===== src/rtl/uart_rx_fifo.sv =====
// Receive buffer between the buart receiver and the CPU IO page: drains the UART holding
// register into a DEPTH-entry FIFO. Optional flow-control hold mode: UART_RX_FIFO_HOLD_EN.
module uart_rx_fifo #(
  parameter int DEPTH_LOG2 = 4,
  parameter int WIDTH      = 8
) (
  input  logic                  clk,
  input  logic                  rst,
  input  logic                  uart_valid,
  input  logic [WIDTH-1:0]      uart_data,
  output logic                  uart_rd,
  input  logic                  cpu_rd,
  output logic [WIDTH-1:0]      cpu_data,
  output logic                  fifo_valid,
  output logic                  fifo_full,
  output logic [DEPTH_LOG2:0]   fifo_count,
  output logic                  overflow,
  input  logic                  clr_ovf
);

  localparam int DEPTH = 1 << DEPTH_LOG2;
  localparam logic [DEPTH_LOG2:0]   FULL_COUNT = (DEPTH_LOG2+1)'(DEPTH);
  localparam logic [DEPTH_LOG2:0]   COUNT_ONE  = (DEPTH_LOG2+1)'(1);
  localparam logic [DEPTH_LOG2-1:0] PTR_ONE    = DEPTH_LOG2'(1);

  typedef enum logic [1:0] {
    IDLE   = 2'd0,
    ACK    = 2'd1,
    SETTLE = 2'd2
  } ingest_state_t;

  ingest_state_t         state;
  logic [WIDTH-1:0]      mem [DEPTH];
  logic [DEPTH_LOG2-1:0] wptr;
  logic [DEPTH_LOG2-1:0] rptr;
  logic [DEPTH_LOG2:0]   count;

  logic capture;
  logic do_pop;
  logic accept;
  logic do_push;

  assign fifo_count = count;
  assign fifo_valid = (count != '0);
  assign fifo_full  = (count == FULL_COUNT);

  // A pop in the capture cycle frees the slot the incoming byte needs.
  assign capture = (state == IDLE) && uart_valid;
  assign do_pop  = cpu_rd && fifo_valid;
  assign accept  = !fifo_full || do_pop;
  assign do_push = capture && accept;

  assign cpu_data = fifo_valid ? mem[rptr] : '0;

  // NOTE: storage has no reset; validity is tracked by count, so clearing it buys nothing.
  always_ff @(posedge clk) begin
    if (do_push) begin
      mem[wptr] <= uart_data;
    end
  end

  // NOTE: all state below uses non-blocking assignments so every register sees pre-edge values.
  always_ff @(posedge clk) begin
    if (rst) begin
      state   <= IDLE;
      uart_rd <= 1'b0;
      wptr    <= '0;
      rptr    <= '0;
      count   <= '0;
    end else begin
      uart_rd <= 1'b0;
      case (state)
        IDLE: begin
          if (uart_valid) begin
`ifdef UART_RX_FIFO_HOLD_EN
            // A refused byte is left in buart until a pop makes room.
            if (accept) begin
              state   <= ACK;
              uart_rd <= 1'b1;
            end
`else
            state   <= ACK;
            uart_rd <= 1'b1;
`endif
          end
        end
        ACK:     state <= SETTLE;
        SETTLE:  state <= IDLE;
        default: state <= IDLE;
      endcase

      if (do_push) wptr <= wptr + PTR_ONE;
      if (do_pop)  rptr <= rptr + PTR_ONE;

      case ({do_push, do_pop})
        2'b10:   count <= count + COUNT_ONE;
        2'b01:   count <= count - COUNT_ONE;
        default: count <= count;
      endcase
    end
  end

`ifdef UART_RX_FIFO_HOLD_EN
  assign overflow = 1'b0;
`else
  logic overflow_q;

  // Set has priority over clear so a drop in the clearing cycle is never lost.
  always_ff @(posedge clk) begin
    if (rst) begin
      overflow_q <= 1'b0;
    end else if (capture && !accept) begin
      overflow_q <= 1'b1;
    end else if (clr_ovf) begin
      overflow_q <= 1'b0;
    end
  end

  assign overflow = overflow_q;
`endif

endmodule


===== config.mk =====
export PLATFORM = sky130hd
export DESIGN_NAME = uart_rx_fifo
export DESIGN_NICKNAME = d
export VERILOG_FILES = /design/src/rtl/uart_rx_fifo.sv
export SDC_FILE = /design/constraint.sdc
export NUM_CORES = 1
export LEC_CHECK = 0
export BUFFER_PORTS_ARGS = -buffer_cell sky130_fd_sc_hd__buf_2
export CORE_UTILIZATION = 40
export DETAILED_ROUTE_END_ITERATION = 10
export PLACE_DENSITY = 0.67
export SYNTH_ARGS = -nofsm -noshare
export SYNTH_HDL_FRONTEND = slang
export SYNTH_SLANG_ARGS = --single-unit

===== constraint.sdc =====
create_clock -name clk -period 3.2 [get_ports clk]
set_input_delay 0.16 -clock clk [delete_from_list [all_inputs] [get_ports clk]]
set_output_delay 0.16 -clock clk [all_outputs]
set_load 0.1 [all_outputs]

==> summary.json <==
{
  "outcome": "complete, but fails checks",
  "violated_checks": "DRC",
  "layout_setup_ws_ps": 382.3,
  "synth_ff_type": "edfxtp_1",
  "critical_path.max_fanout": 9,
  "endpoint_kind": "primary output",
  "post_cts.resized_instances": 0,
  "io-pin-count": 30,
  "combPwrFrac_pct": 33.7,
  "firstDrtPassIters": 7,
  "die-width_um": 124.9,
  "fin_area_um2": 7063,
  "post_synth_inst_count": 339,
  "synthesis.area_um2": 6046,
  "dp.cells": 558,
  "layout-area-overhead-vs-synth_pct": 16.83,
  "fp.dieArea_um2": 15610,
  "grtUsageTotal_pct": 16.33,
  "max_cap_viol_count": 0,
  "cts-buffers-inserted": 17,
  "post_cts.repair.setup_buffers": 0,
  "synth_area_leaders": "edfxtp_1 (64%), mux4_2 (12%), dfxtp_1 (7.0%), a211oi_1 (2.2%), nor2_1 (1.9%)",
  "syn-mean-instance-area_um2": 17.83,
  "route.detailed.wl_per_inst_um": 19.92,
  "place_worst_setup_slack_ps": 576.1,
  "fraction_of_the_cycle_the_final_worst_path_needs_pct": 88.05,
  "p_sw_mw": 2.345,
  "yosys_top_cell_area_share_pct": 63.58,
  "effective_utilization_at_floorplan_pct": 41.29,
  "postSynthNetCount": 361,
  "synth-seq-cells": 149,
  "number_of_standard_cells_in_the_layout_taps_in_and_fillers_out": 588,
  "max-clock-path-buffers": 2,
  "htree_levels": 4,
  "tritoncts_clock_tree": "built",
  "fin_skew_ps": 8.650,
  "power_density_nw_per_um2": 870.0,
  "detailedPlacementHpwl_mm": 7.811,
  "asyncSetResetFlopFracSynth_pct": 0,
  "synthDistinctLibCells": 45,
  "max-slew-margin-rel_pct": 50.15,
  "static-leakage-power_nw": 2.343,
  "design.final.nets": 415,
  "route.detailed.drc": 6,
  "library_cell_occupying_the_most_area_in_the_post_synthesis_netlist": "edfxtp_1",
  "layout_min_cycle_time_ps": 2818,
  "worst-slew-pin-transition_ps": 746.8,
  "hold_viol": 0,
  "min-delay-path-class": "in -> reg",
  "slew_viol_final": 0,
  "placement_rows": 44,
  "initialDrtViolationCount": 323,
  "place.gp.congestion": 0.7430,
  "r2r.worst_path.cells": 8,
  "power.share.sequential_pct": 37.3,
  "placement.io_buffers": 29,
  "drive_above_1_share_pct": 29.95,
  "overall_via_count_from_detail_route": 3144,
  "crit_path_dat_ps": 2660,
  "synthesis.yosys.warnings": 0,
  "place_area_um2": 6541,
  "critical_path_required_ps": 3040,
  "timing.final.setup_violations": 0,
  "clk_pin_slew_worst_paths_ps": 60,
  "synth_enable_flop_cells": 128,
  "grt_setup_unrepaired": "false",
  "cells_on_worst_hold_path": 4,
  "viasPerCell": 5.347,
  "fp.coreArea_um2": 14640,
  "first_global_vias": 3316,
  "gr-total-overflow": 0,
  "max_freq_ghz": 0.3549,
  "routed_wirelength_mm": 11.71,
  "insertion_delay_ps": 420,
  "root_buffer_cell": "clkbuf_16",
  "timing.setup.critical_path_class": "reg -> out",
  "detail-route-antenna-nets": 0,
  "grt_antenna_before_repair": 0,
  "antennaDiodeCount": 0,
  "worst_ir_drop_vdd_uv": 752.3,
  "clock_power_share_pct": 29.0,
  "critical_path.startpoint_type": "register",
  "cts_sinks": 149,
  "pin_count_of_the_biggest_net_entering_global_routing": 23,
  "fin_setup_tns_ps": 0,
  "netSwitchingFraction_pct": 38.17,
  "cts-hold-fix-buffers": 0,
  "ys_seq_area_share_pct": 70.53,
  "fin_worst_hold_slack_ps": 35.58,
  "cell_internal_pwr_mw": 3.799,
  "die_h_um": 124.9,
  "grt_pass1_wl_mm": 18.63
}
## per-layer routing
| layer | global-route usage (%) | part of all wire, % | wire length, µm |
|---|---|---|---|
| met1 | 22.12 | 47 | 5520 |
| met2 | 25.51 | 47 | 5524 |
| met3 | 4.450 | 4.5 | 532 |
| met4 | 5.811 | 1.2 | 136 |
| met5 | 0 | 0 | 0 |
## flip-flops by register name, indices dropped and copies added, names as in the netlist, named ones only
register	count
mem	128
overflow	1
wptr	4
uart_rd	1
state	2
rptr	4
fifo_count	5
## Yosys cell counts (2+ instances only)
cell / count
edfxtp_1: 128
mux4_2: 32
nor2_1: 30
dfxtp_1: 21
a211oi_1: 18
mux2i_1: 11
nor2b_1: 10
inv_1: 9
buf_2: 8
ha_1: 8
clkbuf_1: 6
buf_1: 5
nor3_1: 5
nand2_1: 4
xor2_1: 4
nand2b_1: 3
nand3_1: 3
xnor2_1: 3
a21oi_1: 2
nand4b_1: 2
nor3b_1: 2
or4b_1: 2
## area by class of cell
cell class / count / area, µm²
repair buffers: 55 / 352.8
fillers: 1224 / 7581
inverters: 9 / 33.78
clock inverters: 11 / 88.84
well taps: 184 / 230.2
flip-flops and latches: 149 / 4265
multi-input cells: 161 / 1659
clock buffers: 19 / 432.9
## power by group through the flow
stage | logic, mW | registers, mW | clock network, mW
after floorplan | 1.53 | 2.46 | 0
after global placement | 2.08 | 2.32 | 0
after detailed placement | 2.09 | 2.33 | 0
after CTS | 2.10 | 2.29 | 1.81
after global routing | 2.19 | 2.30 | 1.89
final | 2.07 | 2.29 | 1.78
## worst paths after layout
| check | endpoint | from | slack (ps) |
|---|---|---|---|
| worst max register to register | fifo_count[4] | fifo_count[1] | 560 |
| worst min register to register | state[1] | state[1] | 480 |
| worst max-delay path | cpu_data[5] | register | 380 |
| worst min-delay path | overflow | clr_ovf | 40 |
## stage by stage
step / utilization (%) / power (mW)
6_report: 48.23 / 6.145
5_1_grt: 48.23 / 6.380
4_1_cts: 48.23 / 6.198
3_5_place_dp: 44.67 / 4.421
3_3_place_gp: 44.67 / 4.401
2_1_floorplan: - / 3.987
## layout by cell type, fill, tap and decap left out, types with 4 or more instances in the layout
cell	netlist	final
nor2_1	30	30
mux2i_1	11	11
a211oi_1	18	18
buf_2	8	29
dfxtp_1	21	20
nand2_1	4	4
xor2_1	4	4
nor2b_1	10	10
mux4_2	32	32
ha_1	8	8
nor3_1	5	5
edfxtp_1	128	128
clkbuf_16	0	17
clkinv_2	0	4
buf_4	1	25
inv_1	9	9
## logic make-up after synthesis
family | Yosys count | share of synthesized area, %
buffers and inverters | 29 | 2.028
XOR/XNOR | 7 | 1.014
adder cells (fa/ha/maj) | 9 | 1.987
AO/OA/AOI/OAI | 34 | 4.615
flip-flops | 149 | 70.53
AND/OR/NAND/NOR | 66 | 5.712
multiplexers | 45 | 14.11
## worst max-delay path: stages (launching register included)
cell and delay, ps:
dfxtp_2 520, buf_4 270, mux4_2 500, nor2b_1 140
a211oi_1 360, a211oi_1 110, buf_2 340
(Power assumes the default switching activity.)
